==> src/rtl/perim_area_pkg.sv <==
// Shared types, default geometry and helpers for the perimeter/area ROI engine.
package perim_area_pkg;

    localparam int unsigned DEF_H_ACT = 800;
    localparam int unsigned DEF_V_ACT = 600;
    localparam int unsigned DEF_X_W   = 12;
    localparam int unsigned DEF_Y_W   = 12;
    localparam int unsigned DEF_CNT_W = 24;
    localparam int unsigned DEF_SCALE = 10;

    typedef enum logic [1:0] {
        IDLE,
        LOAD,
        DIV,
        DONE
    } state_t;

    // Increment that sticks at the all-ones value of a w-bit counter (w <= 32).
    function automatic logic [31:0] sat_inc(input logic [31:0] v, input int unsigned w);
        logic [31:0] top;
        top = (w >= 32) ? '1 : ((32'd1 << w) - 32'd1);
        return (v >= top) ? top : v + 32'd1;
    endfunction

endpackage

==> src/rtl/perim_area_roi_if.sv <==
// Pixel stream, ROI programming and per-frame result bundle.
interface perim_area_roi_if
    import perim_area_pkg::*;
#(
    parameter int unsigned X_W   = DEF_X_W,
    parameter int unsigned Y_W   = DEF_Y_W,
    parameter int unsigned CNT_W = DEF_CNT_W
);
    logic             sof;
    logic             pix_vld;
    logic             edge_bit;
    logic             mask_bit;
    logic [X_W-1:0]   roi_x0;
    logic [X_W-1:0]   roi_x1;
    logic [Y_W-1:0]   roi_y0;
    logic [Y_W-1:0]   roi_y1;
    logic [CNT_W-1:0] perimeter;
    logic [CNT_W-1:0] area;
    logic [CNT_W-1:0] ratio;
    logic [X_W-1:0]   bbox_xmin;
    logic [X_W-1:0]   bbox_xmax;
    logic [Y_W-1:0]   bbox_ymin;
    logic [Y_W-1:0]   bbox_ymax;
    logic             obj_present;
    logic             div_zero;
    logic             res_vld;
    logic             busy;
    logic             overrun;

    modport master (
        output sof, pix_vld, edge_bit, mask_bit, roi_x0, roi_x1, roi_y0, roi_y1,
        input  perimeter, area, ratio, bbox_xmin, bbox_xmax, bbox_ymin, bbox_ymax,
        input  obj_present, div_zero, res_vld, busy, overrun
    );

    modport slave (
        input  sof, pix_vld, edge_bit, mask_bit, roi_x0, roi_x1, roi_y0, roi_y1,
        output perimeter, area, ratio, bbox_xmin, bbox_xmax, bbox_ymin, bbox_ymax,
        output obj_present, div_zero, res_vld, busy, overrun
    );
endinterface

==> src/rtl/perim_area_roi_seq_divider.sv <==
// W-bit restoring divider, one quotient bit per cycle, done pulses W cycles after start.
module seq_divider #(
    parameter int unsigned W = 32
) (
    input  logic         clk,
    input  logic         rst_n,
    input  logic         start,
    input  logic [W-1:0] numerator,
    input  logic [W-1:0] denominator,
    output logic [W-1:0] quotient,
    output logic [W-1:0] remainder,
    output logic         done
);
    localparam int unsigned CW = $clog2(W);

    logic [W-1:0]  rem_q;
    logic [W-1:0]  quo_q;
    logic [W-1:0]  den_q;
    logic [CW-1:0] cnt_q;
    logic          active_q;

    function automatic logic [2*W-1:0] div_step(input logic [W-1:0] r,
                                                input logic [W-1:0] q,
                                                input logic [W-1:0] d);
        logic [W:0] trial;
        trial = {r, q[W-1]};
        if (trial >= {1'b0, d})
            return {W'(trial - {1'b0, d}), q[W-2:0], 1'b1};
        else
            return {trial[W-1:0], q[W-2:0], 1'b0};
    endfunction

    // The first bit is resolved on the start edge so the last lands W cycles later.
    always_ff @(posedge clk or negedge rst_n) begin
        if (!rst_n) begin
            rem_q    <= '0;
            quo_q    <= '0;
            den_q    <= '0;
            cnt_q    <= '0;
            active_q <= 1'b0;
            done     <= 1'b0;
        end else begin
            done <= 1'b0;
            if (start) begin
                {rem_q, quo_q} <= div_step('0, numerator, denominator);
                den_q          <= denominator;
                cnt_q          <= CW'(W - 1);
                active_q       <= 1'b1;
            end else if (active_q) begin
                {rem_q, quo_q} <= div_step(rem_q, quo_q, den_q);
                cnt_q          <= cnt_q - 1'b1;
                if (cnt_q == CW'(1)) begin
                    active_q <= 1'b0;
                    done     <= 1'b1;
                end
            end
        end
    end

    assign quotient  = quo_q;
    assign remainder = rem_q;

endmodule

==> src/rtl/perim_area_roi.sv <==
// Per-frame edge/mask pixel counts, mask bounding box and area*SCALE/perimeter ratio inside an ROI.
module perim_area_roi
    import perim_area_pkg::*;
#(
    parameter int unsigned H_ACT = DEF_H_ACT,
    parameter int unsigned V_ACT = DEF_V_ACT,
    parameter int unsigned X_W   = DEF_X_W,
    parameter int unsigned Y_W   = DEF_Y_W,
    parameter int unsigned CNT_W = DEF_CNT_W,
    parameter int unsigned SCALE = DEF_SCALE,
    parameter int unsigned NUM_W = CNT_W + 8
) (
    input  logic clk,
    input  logic rst_n,
    perim_area_roi_if.slave bus
);
    localparam logic [X_W-1:0] X_LAST = X_W'(H_ACT - 1);
    localparam logic [Y_W-1:0] Y_LAST = Y_W'(V_ACT - 1);

    logic [X_W-1:0]   x_q, rx0_q, rx1_q, ex, ex0, ex1;
    logic [Y_W-1:0]   y_q, ry0_q, ry1_q, ey, ey0, ey1;
    logic [CNT_W-1:0] per_q, area_q, per_nxt, area_nxt, snap_per, snap_area;
    logic [X_W-1:0]   bxmin_q, bxmax_q, bxmin_nxt, bxmax_nxt, snap_xmin, snap_xmax;
    logic [Y_W-1:0]   bymin_q, bymax_q, bymin_nxt, bymax_nxt, snap_ymin, snap_ymax;
    logic             roi_ok, in_roi, frame_end;

    state_t           state_q;
    logic             publish, div_start, div_done;
    logic [CNT_W-1:0] ratio_nxt;
    logic [NUM_W-1:0] div_num, div_den, div_quot, div_rem_unused;

    logic [CNT_W-1:0] perimeter_q, area_out_q, ratio_q;
    logic [X_W-1:0]   xmin_q, xmax_q;
    logic [Y_W-1:0]   ymin_q, ymax_q;
    logic             obj_q, dz_q, res_vld_q, busy_q, overrun_q;

    // sof acts before a same-cycle pixel: that pixel sees position (0,0), fresh ROI and empty accumulators.
    always_comb begin
        ex  = bus.sof ? '0 : x_q;
        ey  = bus.sof ? '0 : y_q;
        ex0 = bus.sof ? bus.roi_x0 : rx0_q;
        ex1 = bus.sof ? bus.roi_x1 : rx1_q;
        ey0 = bus.sof ? bus.roi_y0 : ry0_q;
        ey1 = bus.sof ? bus.roi_y1 : ry1_q;

        roi_ok    = (ex0 <= ex1) && (ey0 <= ey1) && (ex1 <= X_LAST) && (ey1 <= Y_LAST);
        in_roi    = bus.pix_vld && roi_ok && (ex >= ex0) && (ex <= ex1) && (ey >= ey0) && (ey <= ey1);
        frame_end = bus.pix_vld && (roi_ok ? ((ex == ex1) && (ey == ey1))
                                           : ((ex == X_LAST) && (ey == Y_LAST)));

        per_nxt   = bus.sof ? '0 : per_q;
        area_nxt  = bus.sof ? '0 : area_q;
        bxmin_nxt = bus.sof ? '1 : bxmin_q;
        bxmax_nxt = bus.sof ? '0 : bxmax_q;
        bymin_nxt = bus.sof ? '1 : bymin_q;
        bymax_nxt = bus.sof ? '0 : bymax_q;

        if (in_roi && bus.edge_bit)
            per_nxt = CNT_W'(sat_inc(32'(per_nxt), CNT_W));
        if (in_roi && bus.mask_bit) begin
            area_nxt = CNT_W'(sat_inc(32'(area_nxt), CNT_W));
            if (ex < bxmin_nxt) bxmin_nxt = ex;
            if (ex > bxmax_nxt) bxmax_nxt = ex;
            if (ey < bymin_nxt) bymin_nxt = ey;
            if (ey > bymax_nxt) bymax_nxt = ey;
        end
    end

    always_ff @(posedge clk or negedge rst_n) begin
        if (!rst_n) begin
            x_q <= '0;  y_q <= '0;
            rx0_q <= '0; rx1_q <= '0; ry0_q <= '0; ry1_q <= '0;
            per_q <= '0; area_q <= '0;
            bxmin_q <= '1; bxmax_q <= '0; bymin_q <= '1; bymax_q <= '0;
            snap_per <= '0; snap_area <= '0;
            snap_xmin <= '0; snap_xmax <= '0; snap_ymin <= '0; snap_ymax <= '0;
        end else begin
            if (bus.sof) begin
                rx0_q <= bus.roi_x0;
                rx1_q <= bus.roi_x1;
                ry0_q <= bus.roi_y0;
                ry1_q <= bus.roi_y1;
            end

            if (bus.pix_vld) begin
                if (ex == X_LAST) begin
                    x_q <= '0;
                    y_q <= (ey == Y_LAST) ? '0 : ey + 1'b1;
                end else begin
                    x_q <= ex + 1'b1;
                    y_q <= ey;
                end
            end else if (bus.sof) begin
                x_q <= '0;
                y_q <= '0;
            end

            if (frame_end) begin
                per_q <= '0; area_q <= '0;
                bxmin_q <= '1; bxmax_q <= '0; bymin_q <= '1; bymax_q <= '0;
            end else begin
                per_q <= per_nxt; area_q <= area_nxt;
                bxmin_q <= bxmin_nxt; bxmax_q <= bxmax_nxt;
                bymin_q <= bymin_nxt; bymax_q <= bymax_nxt;
            end

            if (frame_end && (state_q == IDLE)) begin
                snap_per  <= per_nxt;
                snap_area <= area_nxt;
                snap_xmin <= bxmin_nxt;
                snap_xmax <= bxmax_nxt;
                snap_ymin <= bymin_nxt;
                snap_ymax <= bymax_nxt;
            end
        end
    end

    assign div_start = (state_q == LOAD) && (snap_per != '0);
    assign div_num   = NUM_W'(snap_area) * NUM_W'(SCALE);
    assign div_den   = NUM_W'(snap_per);

    seq_divider #(.W(NUM_W)) u_div (
        .clk         (clk),
        .rst_n       (rst_n),
        .start       (div_start),
        .numerator   (div_num),
        .denominator (div_den),
        .quotient    (div_quot),
        .remainder   (div_rem_unused),
        .done        (div_done)
    );

    always_comb begin
        publish   = ((state_q == LOAD) && (snap_per == '0)) || ((state_q == DIV) && div_done);
        ratio_nxt = '1;
        if ((state_q == DIV) && (div_quot[NUM_W-1:CNT_W] == '0))
            ratio_nxt = div_quot[CNT_W-1:0];
    end

    // Results are registered on entry to DONE so res_vld is visible during the DONE cycle.
    always_ff @(posedge clk or negedge rst_n) begin
        if (!rst_n) begin
            state_q     <= IDLE;
            perimeter_q <= '0; area_out_q <= '0; ratio_q <= '0;
            xmin_q <= '0; xmax_q <= '0; ymin_q <= '0; ymax_q <= '0;
            obj_q <= 1'b0; dz_q <= 1'b0;
            res_vld_q <= 1'b0; busy_q <= 1'b0; overrun_q <= 1'b0;
        end else begin
            res_vld_q <= 1'b0;
            overrun_q <= frame_end && (state_q != IDLE);

            case (state_q)
                IDLE: if (frame_end) state_q <= LOAD;
                LOAD: begin
                    if (snap_per == '0) begin
                        state_q <= DONE;
                    end else begin
                        busy_q  <= 1'b1;
                        state_q <= DIV;
                    end
                end
                DIV: begin
                    if (div_done) begin
                        busy_q  <= 1'b0;
                        state_q <= DONE;
                    end
                end
                DONE:    state_q <= IDLE;
                default: state_q <= IDLE;
            endcase

            if (publish) begin
                res_vld_q   <= 1'b1;
                perimeter_q <= snap_per;
                area_out_q  <= snap_area;
                ratio_q     <= ratio_nxt;
                dz_q        <= (state_q == LOAD);
                obj_q       <= (snap_area != '0);
                xmin_q      <= (snap_area != '0) ? snap_xmin : '0;
                xmax_q      <= (snap_area != '0) ? snap_xmax : '0;
                ymin_q      <= (snap_area != '0) ? snap_ymin : '0;
                ymax_q      <= (snap_area != '0) ? snap_ymax : '0;
            end
        end
    end

    assign bus.perimeter   = perimeter_q;
    assign bus.area        = area_out_q;
    assign bus.ratio       = ratio_q;
    assign bus.bbox_xmin   = xmin_q;
    assign bus.bbox_xmax   = xmax_q;
    assign bus.bbox_ymin   = ymin_q;
    assign bus.bbox_ymax   = ymax_q;
    assign bus.obj_present = obj_q;
    assign bus.div_zero    = dz_q;
    assign bus.res_vld     = res_vld_q;
    assign bus.busy        = busy_q;
    assign bus.overrun     = overrun_q;

endmodule

==> src/flat_wrapper.sv <==
// flat-port wrapper written by rule: the top's interface ports become plain ports
module perim_area_roi_flat import perim_area_pkg::*;
#(
    parameter int unsigned H_ACT = DEF_H_ACT,
    parameter int unsigned V_ACT = DEF_V_ACT,
    parameter int unsigned X_W   = DEF_X_W,
    parameter int unsigned Y_W   = DEF_Y_W,
    parameter int unsigned CNT_W = DEF_CNT_W,
    parameter int unsigned SCALE = DEF_SCALE,
    parameter int unsigned NUM_W = CNT_W + 8
)
  (clk, rst_n, bus_sof, bus_pix_vld, bus_edge_bit, bus_mask_bit, bus_roi_x0, bus_roi_x1, bus_roi_y0, bus_roi_y1, bus_perimeter, bus_area, bus_ratio, bus_bbox_xmin, bus_bbox_xmax, bus_bbox_ymin, bus_bbox_ymax, bus_obj_present, bus_div_zero, bus_res_vld, bus_busy, bus_overrun);
  perim_area_roi_if #(.X_W(X_W), .Y_W(Y_W), .CNT_W(CNT_W)) bus_i ();
  input  logic clk;
  input  logic rst_n;
  input wire logic [$bits(bus_i.sof)-1:0] bus_sof;
  input wire logic [$bits(bus_i.pix_vld)-1:0] bus_pix_vld;
  input wire logic [$bits(bus_i.edge_bit)-1:0] bus_edge_bit;
  input wire logic [$bits(bus_i.mask_bit)-1:0] bus_mask_bit;
  input wire logic [$bits(bus_i.roi_x0)-1:0] bus_roi_x0;
  input wire logic [$bits(bus_i.roi_x1)-1:0] bus_roi_x1;
  input wire logic [$bits(bus_i.roi_y0)-1:0] bus_roi_y0;
  input wire logic [$bits(bus_i.roi_y1)-1:0] bus_roi_y1;
  output wire logic [$bits(bus_i.perimeter)-1:0] bus_perimeter;
  output wire logic [$bits(bus_i.area)-1:0] bus_area;
  output wire logic [$bits(bus_i.ratio)-1:0] bus_ratio;
  output wire logic [$bits(bus_i.bbox_xmin)-1:0] bus_bbox_xmin;
  output wire logic [$bits(bus_i.bbox_xmax)-1:0] bus_bbox_xmax;
  output wire logic [$bits(bus_i.bbox_ymin)-1:0] bus_bbox_ymin;
  output wire logic [$bits(bus_i.bbox_ymax)-1:0] bus_bbox_ymax;
  output wire logic [$bits(bus_i.obj_present)-1:0] bus_obj_present;
  output wire logic [$bits(bus_i.div_zero)-1:0] bus_div_zero;
  output wire logic [$bits(bus_i.res_vld)-1:0] bus_res_vld;
  output wire logic [$bits(bus_i.busy)-1:0] bus_busy;
  output wire logic [$bits(bus_i.overrun)-1:0] bus_overrun;
  assign bus_i.sof = bus_sof;
  assign bus_i.pix_vld = bus_pix_vld;
  assign bus_i.edge_bit = bus_edge_bit;
  assign bus_i.mask_bit = bus_mask_bit;
  assign bus_i.roi_x0 = bus_roi_x0;
  assign bus_i.roi_x1 = bus_roi_x1;
  assign bus_i.roi_y0 = bus_roi_y0;
  assign bus_i.roi_y1 = bus_roi_y1;
  assign bus_perimeter = bus_i.perimeter;
  assign bus_area = bus_i.area;
  assign bus_ratio = bus_i.ratio;
  assign bus_bbox_xmin = bus_i.bbox_xmin;
  assign bus_bbox_xmax = bus_i.bbox_xmax;
  assign bus_bbox_ymin = bus_i.bbox_ymin;
  assign bus_bbox_ymax = bus_i.bbox_ymax;
  assign bus_obj_present = bus_i.obj_present;
  assign bus_div_zero = bus_i.div_zero;
  assign bus_res_vld = bus_i.res_vld;
  assign bus_busy = bus_i.busy;
  assign bus_overrun = bus_i.overrun;
  perim_area_roi #(.H_ACT(H_ACT), .V_ACT(V_ACT), .X_W(X_W), .Y_W(Y_W), .CNT_W(CNT_W), .SCALE(SCALE), .NUM_W(NUM_W)) u_core (.clk(clk), .rst_n(rst_n), .bus(bus_i));
endmodule
==> config.mk <==
export PLATFORM = sky130hd
export DESIGN_NAME = perim_area_roi_flat
export DESIGN_NICKNAME = d
export VERILOG_FILES = /design/src/rtl/perim_area_pkg.sv /design/src/rtl/perim_area_roi_if.sv /design/src/rtl/perim_area_roi_seq_divider.sv /design/src/rtl/perim_area_roi.sv /design/src/flat_wrapper.sv
export SDC_FILE = /design/constraint.sdc
export NUM_CORES = 1
export LEC_CHECK = 0
export CAP_MARGIN = 20
export CORE_MARGIN = 3
export CORE_UTILIZATION = 65
export CTS_CLUSTER_DIAMETER = 50
export DETAILED_ROUTE_END_ITERATION = 10
export PLACE_DENSITY = 0.95
export SKIP_CTS_REPAIR_TIMING = 1
export SYNTH_ARGS = -nofsm -noshare
export SYNTH_HDL_FRONTEND = slang
export SYNTH_SLANG_ARGS = --single-unit
==> constraint.sdc <==
create_clock -name clk -period 9.52 [get_ports clk]
set_input_delay 2.856 -clock clk [delete_from_list [all_inputs] [get_ports clk]]
set_output_delay 2.856 -clock clk [all_outputs]
set_load 0.05 [all_outputs]
Yosys cells after proc, flatten, opt, wreduce, memory -nomap -nowiden. Cells that the tools add are included.

Word-level logic and storage cells: 165. Register bits after elaboration: 486. Bits of input ports: 54.

Muxes and demuxes: 63. Reductions and logical operators: 30. Equality and inequality tests: 11. Add/sub/neg operators: 7. $lt $le $gt $ge: 16. Multiply operators: 1.

Operator list (count): $mux W12 (31); $mux W24 (9); $mux W32 (4); $mux W64 (2); $add A24 B1 Y24 const B (2); $ge A24 B24 Y1 const B (2); $le A12 B12 Y1 (4); $reduce_bool A24 Y1 (2); $ge A33 B24 Y1 (1); $sub A32 B24 Y32 (1); $mul A24 B3 Y27 const B (1); $sub A1 B24 Y25 const A (1); $add A12 B1 Y12 const B (2); $eq A12 B10 Y1 const B (2); $eq A12 B12 Y1 (2); $ge A1 B24 Y1 const A (1); $ge A12 B12 Y1 (2); $gt A12 B12 Y1 (2); $le A12 B10 Y1 const B (2); $logic_not A24 Y1 (1); $lt A12 B12 Y1 (2); $logic_and A1 B1 Y1 (19); $mux W1 (11); $mux W5 (2); other kinds (15) (20).

Depth between registers and ports, before layout. Gate-level depths: netlist (run 1).

Word-level depth: 13. Gate-level depth with buffers: 22. Depth with buffers taken out: 13.

By module. Synthesis (run 1) repeated with hierarchy kept, for this count alone.

Cell total of the unflattened synthesis: 3046. Area, all modules: 27835.4 um^2.

Modules (own cells, without submodules): perim_area_roi (times used 1, area an instance 21369.2 um^2, cells each 2322); seq_divider (times used 1, area an instance 6466.2 um^2, cells each 724).

Least setup slack after synthesis (run 1). Ideal clock, no wire load.

Path kind: input port to flip-flop. From: input port bus_sof. To: register u_core.snap_xmin[7]. Arrival: 7567 ps. Buffers on the path: 10. Setup slack: 1876 ps. Library setup time: 77 ps. Data required time: 9443 ps. Stages on the path: 20. Path through: buf_4 > buf_6 > buf_6 > buf_2 > buf_1 > buf_1 > clkbuf_1 > mux2i_1 > ha_1 > nor2b_1 > o211ai_1 > a211o_1 > a31oi_1 > or4b_2 > buf_2 > or4_1 > clkbuf_1 > buf_6 > mux2_4 > o21ai_1.

Longest elaborated chain between the ends: 12.

Ends and longest elaborated chain: from (decl) (line flat_wrapper.sv:16) `input wire logic [$bits(bus_i.sof)-1:0] bus_sof;`; $mux W12, on equally long branches; $le A12 B12 Y1 (line perim_area_roi.sv:46) `roi_ok = (ex0 <= ex1) && (ey0 <= ey1) && (ex1 <= X_LAST) && (ey1 <= Y_LAST);`; $logic_and A1 B1 Y1 (3 in a row) (line perim_area_roi.sv:46); $logic_and A1 B1 Y1 (5 in a row) (line perim_area_roi.sv:47) `in_roi = bus.pix_vld && roi_ok && (ex >= ex0) && (ex <= ex1) && (ey >= ey0) && (ey <= ey1);`; $logic_and A1 B1 Y1 (line perim_area_roi.sv:60) `if (in_roi && bus.mask_bit) begin`; $mux W12 (line perim_area_roi.sv:60); to (signal assigned) (line perim_area_roi.sv:110) `snap_xmin <= bxmin_nxt;`; to (decl) (line perim_area_roi.sv:23) `logic [X_W-1:0] bxmin_q, bxmax_q, bxmin_nxt, bxmax_nxt, snap_xmin, snap_xmax;`.

Parallel ways exist; a longest one is shown, timed or not. A chain may end at the register's enable or synchronous reset.

Worst setup path after layout (run 1).
From: input port bus_sof. To: register u_core.snap_ymin[7].

Longest elaborated chain between the ends: 12.

Ends and longest elaborated chain: $mux W12 * (line perim_area_roi.sv:41) `ex0 = bus.sof ? bus.roi_x0 : rx0_q;`; via u_core.ex0[1] (line perim_area_roi.sv:20) `logic [X_W-1:0] x_q, rx0_q, rx1_q, ex, ex0, ex1;`; $le A12 B12 Y1 (line perim_area_roi.sv:46); $logic_and A1 B1 Y1 (3 in a row) (line perim_area_roi.sv:46); $logic_and A1 B1 Y1 (5 in a row) (line perim_area_roi.sv:47); $logic_and A1 B1 Y1 (line perim_area_roi.sv:60); $mux W12 (line perim_area_roi.sv:60); to (signal assigned) (line perim_area_roi.sv:112) `snap_ymin <= bymin_nxt;`; to (decl) (line perim_area_roi.sv:24) `logic [Y_W-1:0] bymin_q, bymax_q, bymin_nxt, bymax_nxt, snap_ymin, snap_ymax;`.

Mark *: on every way through the listed nets, which the timed path passes. The rest lies on a longest branch.

==> reports/qor.yml, run 1 <==
floorplan:
  dieArea_mm2: 0.0435
  dieHeight_um: 209
  die_x_um: 209
  ioPinCount: 179
  fp.coreArea_mm2: 0.0401
  start_util_pct: 66.5
  rows: 73
yosys:
  netlist_instances: 2925
  synth_top_area_cell: "dfrtp_1"
  synthesis.area_mm2: 0.0267
  yosysWarnings: 0
  synth_top_flop_cell: "dfrtp_1"
  synth_nets: 3178
  synthTopCellsByCount: "nand2_1 (544), dfrtp_1 (462), nor2_1 (230)"
  synth.top_cell.area_share_pct: 43.4
  ys_seq_elements: 486
  syn-mean-instance-area_um2: 9.11
  async_flop_share_pct: 100
  yosysMostFrequentCell: "nand2_1"
  synthTopCellsByArea: "dfrtp_1 (43%), ha_1 (9.2%), nand2_1 (7.7%)"
  synth-edff-count: 0
  synth.yosys.seq_area_share_pct: 45.7
  yosysUniqueCellTypes: 86
clock_network:
  clockBufferDepth: 3
  clk_pin_slew_ns: 0.06
  cts-root-buf: "clkbuf_16"
  cts-htree-levels: 2
  cts_made_buffers: 52
  clock_sinks: 486
  cts_tree: "yes"
  clock_latency_ns: 0.63
layout:
  area_growth_pct: 14.9
  seqCellArea_mm2: 0.0122
  antennaDiodeCount: 0
  fin_area_mm2: 0.0306
  num-nets-final: 3290
  multi_input_area_mm2: 0.0134
  fill_cells: 2549
  drive_gt1_share_pct: 7.17
detailed_routing:
  route.detailed.drc: 0
  route.antenna.remaining_nets: 0
  first_pass_iters: 6
  avgViaCountPerCell: 6.34
  routed_wl_mm: 73.0
  wl_per_cell_um: 20.2
  drtIter0Drc: 2083
  num_vias: 22900
placed_design:
  gp_congestion: 0.917
  portBuffers: 178
  post_dp_cell_area_mm2: 0.0288
  hpwl_mm: 48.3
timing:
  rsz0062_at_grt: "no"
  hold_viol: 0
  fin_worst_skew_ns: 0.0327
  tightestPinTransition_ns: 1.13
  max_freq_mhz: 130
  slew-limit-headroom_pct: 25.0
  period_share_pct: 80.5
  drv_slew: 0
  setup_viol: 0
  post-route-min-period_ns: 7.66
  tns_ns: 0
setup_path:
  arrival_ns: 8.13
  reg2reg_depth: 11
  reg2reg_to: "u_core.snap_ymin[7]"
  worst_setup_path_end_kind: "flip-flop"
  start_kind: "primary input"
  rrSetupSlack_ns: 4.12
  cp.required_ns: 9.99
  path_max_fanout: 55
  rr_startpoint: "u_core.y_q[5]"
  path_class: "primary input to flip-flop"
global_route:
  grt_pass1_vias: 23600
  grt_pass1_wl_mm: 118
  antenna_found_initial: 0
  grt_remaining_overflow: 0
  grt_max_degree: 187
  grt_use_total_pct: 33.0
power:
  max-vdd-ir-drop_uv: 149
  powerDensity_mw_per_mm2: 166
  p_leak_nw: 15.3
hold_path:
  holdPathStages: 2
  hp-class: "flip-flop to flip-flop"
  holdCritStartpoint: "u_core.bus.area[13]"
  holdPathEnd: "u_core.bus.area[13]"
job:
  cap_viol_max_count: 0
status:
  outcome: "finished clean"
[worst max path at each step]
stage | start | to | slack (ns) | cells after the start
floorplan | bus_sof | u_core.snap_xmin[7] | 1.88 | 20
global placement | bus_sof | u_core.snap_ymin[0] | 1.59 | 13
detailed placement | bus_sof | u_core.snap_per[17] | 1.36 | 14
CTS | bus_sof | u_core.snap_ymin[7] | 1.96 | 14
global route | bus_sof | u_core.snap_ymin[7] | 1.54 | 14
finish | bus_sof | u_core.snap_ymin[7] | 1.86 | 14
[kinds of logic after synthesis]
kind of cell,count (synthesis),synth area share [%]
simple gates,1228,21.3
compound gates,512,11.5
flops,486,45.7
buf+inv,288,4.28
fa+ha+maj,199,9.40
mux,143,5.52
xor+xnor,69,2.27
[stage by stage]
stage	power, W	setup slack (ns)	instances	hold WS (ns)	util [%]
detailed placement	0.00293	1.36	3507	0.459	71.7
finish	0.00508	1.86	3606	0.466	76.4
CTS	0.00509	1.96	3605	0.470	76.3
global placement	0.00289	1.59	3506	0.449	71.7
global route	0.00524	1.54	3606	0.499	76.4
floorplan	0.00267	1.88	2925	0.449	-
[power by group]
part           leakage, nW  switching, W  internal [W]
combinational         7.89      0.000557      0.000194
sequential            6.48     0.0000313       0.00213
clock                0.901      0.000897       0.00127
total                 15.3       0.00149       0.00360
[routing by layer]
metal | wire (um) | global-route usage (%) | up-vias
li1 | - | - | 10300
met1 | 27500 | 39.8 | 11100
met2 | 36300 | 56.9 | 1113
met3 | 5040 | 4.72 | 325
met4 | 4140 | 18.8 | 0
met5 | 0 | 0 | -
[critical path: stages]
cell and delay [ns]:
buf_6 0.40, buf_4 0.67, mux2i_1 0.35, inv_1 0.12
ha_1 0.30, nor2b_1 0.14, o211ai_1 0.17, a21oi_1 0.10
o31ai_1 0.64, nand3_4 0.43, nor3_4 0.70, nand2_1 0.62
mux2i_1 0.42, o21ai_0 0.18
[cells in the final DEF, fill, tap and decap left out, drive strengths merged, types with 29 or more instances in the layout]
| master | n |
|---|---|
| nand2 | 545 |
| dfrtp | 462 |
| nor2 | 230 |
| o21ai | 215 |
| ha | 197 |
| clkdlybuf4s50 | 176 |
| inv | 138 |
| mux2i | 114 |
| a21oi | 111 |
| nand3 | 105 |
| nor2b | 75 |
| clkbuf | 68 |
| nor3 | 55 |
| nor4 | 45 |
| nand4 | 44 |
| xnor2 | 39 |
| a21o | 38 |
| buf | 36 |
| and3 | 32 |
| xor2 | 30 |
| mux2 | 29 |
[sequential cells by signal (all words and copies together), names as in the netlist, 24 cells and up]
signal	flops
u_core.snap_per	24
u_core.bus.perimeter	24
u_core.u_div.remainder	32
u_core.bus.ratio	24
u_core.per_q	24
u_core.area_q	24
u_core.bus.area	24
u_core.snap_area	24
u_core.u_div.den_q	24
u_core.u_div.quotient	32
[cell type report]
| class | count | area share, % |
|---|---|---|
| clock buffer | 68 | 4.71 |
| sequential | 486 | 39.8 |
| inverter | 134 | 1.65 |
| tap | 525 | 2.15 |
| clock inverter | 30 | 1.30 |
| timing repair buffer | 212 | 6.75 |
| multi-input combinational | 2151 | 43.6 |
Note: power is estimated with default switching activity, not from simulation.
==> run 2: changes to the inputs <==
--- a/config.mk
+++ b/config.mk
@@ -7,10 +7,10 @@
 export LEC_CHECK = 0
 export CAP_MARGIN = 20
 export CORE_MARGIN = 3
-export CORE_UTILIZATION = 65
+export CORE_UTILIZATION = 54
 export CTS_CLUSTER_DIAMETER = 50
 export DETAILED_ROUTE_END_ITERATION = 10
-export PLACE_DENSITY = 0.95
+export PLACE_DENSITY = 0.86
 export SKIP_CTS_REPAIR_TIMING = 1
 export SYNTH_ARGS = -nofsm -noshare
 export SYNTH_HDL_FRONTEND = slang
==> constraint.sdc (replaced) <==
create_clock -name clk -period 6.8 [get_ports clk]
set_input_delay 2.04 -clock clk [delete_from_list [all_inputs] [get_ports clk]]
set_output_delay 2.04 -clock clk [all_outputs]
set_load 0.05 [all_outputs]
==> run 2 against run 1 <==
Routed wire length fell by 3.9%. Non-clock buffer count increased by 17. Die area up 20%. Critical path depth fell by 1. Sequential power rose by 40%. Via count decreased by 3.8%. Sequential share of layout area is 0.40 points lower.
==> reports/qor.yml, run 2 (same netlist as run 1, synthesis figures left out) <==
status:
  outcome: "finished clean"
detailed_routing:
  route.antenna.remaining_nets: 0
  avgViaCountPerCell: 5.86
  route.detailed.drc: 0
  first_pass_iters: 5
  wl_per_cell_um: 18.7
  num_vias: 22000
  drtIter0Drc: 1709
  routed_wl_mm: 70.1
clock_network:
  clock_sinks: 486
  cts-htree-levels: 2
  cts-root-buf: "clkbuf_16"
  clockBufferDepth: 3
  clock_latency_ns: 0.60
  cts_tree: "yes"
  clk_pin_slew_ns: 0.06
  cts_made_buffers: 54
hold_path:
  holdPathStages: 2
  holdCritStartpoint: "u_core.bus.area[0]"
  holdPathEnd: "u_core.bus.area[0]"
  hp-class: "flip-flop to flip-flop"
timing:
  tns_ns: 0
  rsz0062_at_grt: "no"
  slew-limit-headroom_pct: 27.8
  setup_viol: 0
  period_share_pct: 90.5
  whs_ns: 0.462
  post-route-min-period_ns: 6.15
  max_freq_mhz: 163
  tightestPinTransition_ns: 1.08
  hold_viol: 0
  drv_slew: 0
  fin_worst_skew_ns: 0.0244
setup_path:
  reg2reg_to: "u_core.snap_per[17]"
  cp.required_ns: 7.30
  path_class: "primary input to flip-flop"
  start_kind: "primary input"
  rr_startpoint: "u_core.y_q[7]"
  max_stage_delay_ns: 0.74
  rrSetupSlack_ns: 2.42
  cp_cell_sequence: "buf_6 -> buf_4 -> mux2i_1 -> ha_1 -> nor2b_1 -> o211ai_1 -> a211oi_1 -> o41ai_1 -> nand2_1 -> nor4_4 -> and2_1 -> nor2_1 -> o21ai_0"
  worst_setup_path_end_kind: "flip-flop"
  crit_slowest_cell: "o41ai_1"
  reg2reg_depth: 10
  arrival_ns: 6.66
  path_max_fanout: 49
floorplan:
  rows: 80
  die_x_um: 228
  fp.coreArea_mm2: 0.0482
  start_util_pct: 55.2
  dieArea_mm2: 0.0521
  ioPinCount: 179
  dieHeight_um: 228
power:
  power_w: 0.00707
  powerDensity_mw_per_mm2: 228
  p_leak_nw: 15.4
  max-vdd-ir-drop_uv: 199
layout:
  final_cell_mix: "nand2_1 (544), dfrtp_1 (461), nor2_1 (230)"
  drive_gt1_share_pct: 7.78
  area_growth_pct: 16.1
  num-nets-final: 3309
  antennaDiodeCount: 0
  layout_commonest_cell: "nand2_1"
placed_design:
  gp_congestion: 0.937
  portBuffers: 178
  hpwl_mm: 48.8
global_route:
  grt_max_degree: 138
  grt_use_total_pct: 26.7
  antenna_found_initial: 0
  grt_remaining_overflow: 0
  grt_pass1_vias: 22600
  grt_pass1_wl_mm: 115
job:
  cap_viol_max_count: 0
run 2: cell count changes in the layout (fill, tap and decap cells not counted), moves of 3 or more:
cell       previous run  this run
buf_4                32        45
bufinv_16             7         4
clkbuf_16            52        55
clkbuf_1              8         5
clkinv_8              3         0
run 2: worst max-delay path by stage:
stage / to / depth (start not counted) / start / slack, ns
after detailed placement: u_core.snap_per[17] / 13 / bus_sof / 0.22
after CTS: u_core.snap_area[9] / 14 / bus_sof / 0.80
after global routing: u_core.snap_area[9] / 14 / bus_sof / 0.31
after global placement: u_core.snap_per[3] / 13 / bus_sof / 0.39
after floorplan: u_core.snap_xmin[7] / 21 / bus_sof / 0.08
final: u_core.snap_per[17] / 13 / bus_sof / 0.65
run 2: where the power goes:
| part | total, W | internal (W) | switching [W] |
|---|---|---|---|
| sequential | 0.00303 | 0.00298 | 0.0000443 |
| clock | 0.00298 | 0.00174 | 0.00124 |
| combinational | 0.00106 | 0.000294 | 0.000770 |
| total | 0.00707 | 0.00501 | 0.00205 |
run 2: layout make-up:
cell class / count / area, um2
fill: 3961 / 17300
sequential: 486 / 12200
clock inverter: 29 / 294
timing repair buffer: 229 / 2240
multi-input combinational: 2151 / 13400
tap: 656 / 821
clock buffer: 69 / 1520
inverter: 134 / 505
run 2: worst max-delay path: cells and delay by family:
| kind | cells | cell delay [ns] |
|---|---|---|
| muxes | 1 | 0.33 |
| adders and majority gates | 1 | 0.30 |
| and+or+nand+nor | 5 | 1.95 |
| AOI/OAI and AO/OA | 4 | 1.29 |
| buffers and inverters | 2 | 0.72 |
run 2: per-stage QoR:
| stage | utilization, % | cell area (um2) | std cells | worst slack (ns) |
|---|---|---|---|---|
| 6_report | 64.1 | 30900 | 3754 | 0.648 |
| 5_1_grt | 64.1 | 30900 | 3754 | 0.306 |
| 4_1_cts | 64.1 | 30900 | 3753 | 0.798 |
| 3_5_place_dp | 60.3 | 29100 | 3655 | 0.221 |
| 3_3_place_gp | 60.3 | 29100 | 3653 | 0.387 |
| 2_1_floorplan | - | 26700 | 2925 | 0.0824 |
run 2: per-layer routing:
metal  track usage [%]  share of wire, %  wire length, um  up-vias
li1                  -                 -                -    10300
met1              33.6                41            28600    10800
met2              46.9                50            35400      691
met3              3.66               5.3             3750      157
met4              9.94               3.3             2330        0
met5                 0                 0                0        -
==> run 3: changes to the inputs <==
--- a/config.mk
+++ b/config.mk
@@ -7,10 +7,12 @@
 export LEC_CHECK = 0
 export CAP_MARGIN = 20
 export CORE_MARGIN = 3
-export CORE_UTILIZATION = 54
+export CORE_UTILIZATION = 56
+export CTS_BUF_LIST = sky130_fd_sc_hd__clkbuf_8
 export CTS_CLUSTER_DIAMETER = 50
 export DETAILED_ROUTE_END_ITERATION = 10
-export PLACE_DENSITY = 0.86
+export HOLD_SLACK_MARGIN = 0.1
+export PLACE_DENSITY = 0.88
 export SKIP_CTS_REPAIR_TIMING = 1
 export SYNTH_ARGS = -nofsm -noshare
 export SYNTH_HDL_FRONTEND = slang
==> run 3 against run 2 <==
Clock-buffer cell count grew 37. Routed wire length shrank 0.42%. First-iteration DRC count grew 7.9%. Critical path type unchanged. Via count grew 1.4%. Non-clock buffer count grew 1. Clock power shrank 9.4%. Global-route usage grew 1.1 points. Sequential cell count is the same. Design area shrank 0.59%.
==> reports/qor.yml, run 3 (same netlist as run 1, synthesis figures left out) <==
layout:
  area_growth_pct: 15.4
  antennaDiodeCount: 0
  layout_commonest_cell: "nand2_1"
  seqCellArea_mm2: 0.0122
  fill_cells: 3669
  instances_no_fill: 3751
  fin_area_mm2: 0.0308
  drive_gt1_share_pct: 8.65
  multi_input_area_mm2: 0.0134
  final_cell_mix: "nand2_1 (544), dfrtp_1 (461), nor2_1 (230)"
  num-nets-final: 3336
clock_network:
  clock_sinks: 486
  clockBufferDepth: 3
  clk_pin_slew_ns: 0.06
  clock_latency_ns: 0.68
  cts-htree-levels: 3
  cts_tree: "yes"
  cts_made_buffers: 80
  cts-root-buf: "clkbuf_8"
timing:
  tns_ns: 0
  hold_viol: 0
  fin_ws_ns: 0.829
  fin_worst_skew_ns: 0.0253
  tightestPinTransition_ns: 1.05
  setup_viol: 0
  slew-limit-headroom_pct: 30.0
  period_share_pct: 87.8
  drv_slew: 0
  rsz0062_at_grt: "no"
  max_freq_mhz: 167
  post-route-min-period_ns: 5.97
detailed_routing:
  avgViaCountPerCell: 5.94
  route.detailed.drc: 0
  drtIter0Drc: 1844
  routed_wl_mm: 69.8
  wl_per_cell_um: 18.6
  first_pass_iters: 5
  num_vias: 22300
  route.antenna.remaining_nets: 0
global_route:
  grt_remaining_overflow: 0
  antenna_found_initial: 0
  grt_pass1_wl_mm: 114
  grt_max_degree: 122
  grt_pass1_vias: 22600
  grt_use_total_pct: 27.8
power:
  powerDensity_mw_per_mm2: 220
  max-vdd-ir-drop_uv: 186
  p_leak_nw: 15.4
  power_w: 0.00677
placed_design:
  preCtsSetupSlack_ns: 0.270
  post_dp_cell_area_mm2: 0.0290
  hpwl_mm: 48.9
  dp_cells: 3607
  gp_congestion: 0.936
  portBuffers: 178
floorplan:
  die_x_um: 224
  fp.coreArea_mm2: 0.0468
  ioPinCount: 179
  start_util_pct: 57.0
  dieArea_mm2: 0.0503
  dieHeight_um: 224
  rows: 79
setup_path:
  cp.required_ns: 7.38
  path_class: "primary input to flip-flop"
  path_max_fanout: 52
  reg2reg_depth: 13
  worst_setup_path_end_kind: "flip-flop"
  arrival_ns: 6.55
  start_kind: "primary input"
status:
  outcome: "finished clean"
job:
  cap_viol_max_count: 0
hold_path:
  holdPathStages: 2
  hp-class: "flip-flop to flip-flop"
-- run 3: cell types whose count changed in the layout (fill, tap and decap cells not counted), sizes merged --
cell and delta:
clkbuf +37, inv +15, clkinv -6, buf +1
bufinv -1
-- run 3: final cells by class --
class / instances / share of cell area [%]
Sequential cell: 486 / 39.7
Timing Repair Buffer: 230 / 7.25
Multi-Input combinational cell: 2151 / 43.4
Tap cell: 607 / 2.47
Clock inverter: 37 / 0.806
Inverter: 134 / 1.64
Clock buffer: 106 / 4.74
-- run 3: worst paths after layout --
check | from | to | slack (ns)
min in group asynchronous | rst_n | u_core.u_div.remainder[18] | 1.39
max in group asynchronous | rst_n | u_core.bus.bbox_ymin[9] | 4.12
setup / recovery | bus_sof | u_core.snap_ymin[0] | 0.83
hold / removal | u_core.bus.bbox_xmin[10] | u_core.bus.bbox_xmin[10] | 0.46
setup reg to reg | u_core.y_q[0] | u_core.snap_ymin[0] | 2.34
hold reg to reg | u_core.bus.bbox_xmin[10] | u_core.bus.bbox_xmin[10] | 0.46
-- run 3: power breakdown --
group          internal [W]  total (W)  switching, W
Sequential          0.00298    0.00302     0.0000397
Combinational      0.000280    0.00104      0.000763
Clock               0.00151    0.00270       0.00120
Total               0.00477    0.00677       0.00200
-- run 3: through the flow --
step                hold WS (ns)  util [%]
floorplan                  0.449         -
global placement           0.452      62.1
detailed placement         0.455      62.1
CTS                        0.468      65.8
global route               0.489      65.8
finish                     0.464      65.8
-- run 3: critical path: stages --
cell and delay, ns:
buf_6 0.38, buf_4 0.35, mux2i_1 0.34, ha_1 0.33
a21oi_1 0.20, a211o_1 0.15, a31oi_1 0.09, or4b_2 0.92
nor3_4 0.33, buf_4 0.27, nand2_1 0.44, mux2_2 0.45
o21ai_0 0.17
-- run 3: routing by layer --
layer  vias up  share of wire (%)  track usage (%)
li1      10400                  -                -
met1     10800                 40             34.4
met2       839                 49             48.2
met3       198                6.5             5.05
met4         0                4.0             11.6
met5         -                  0                0
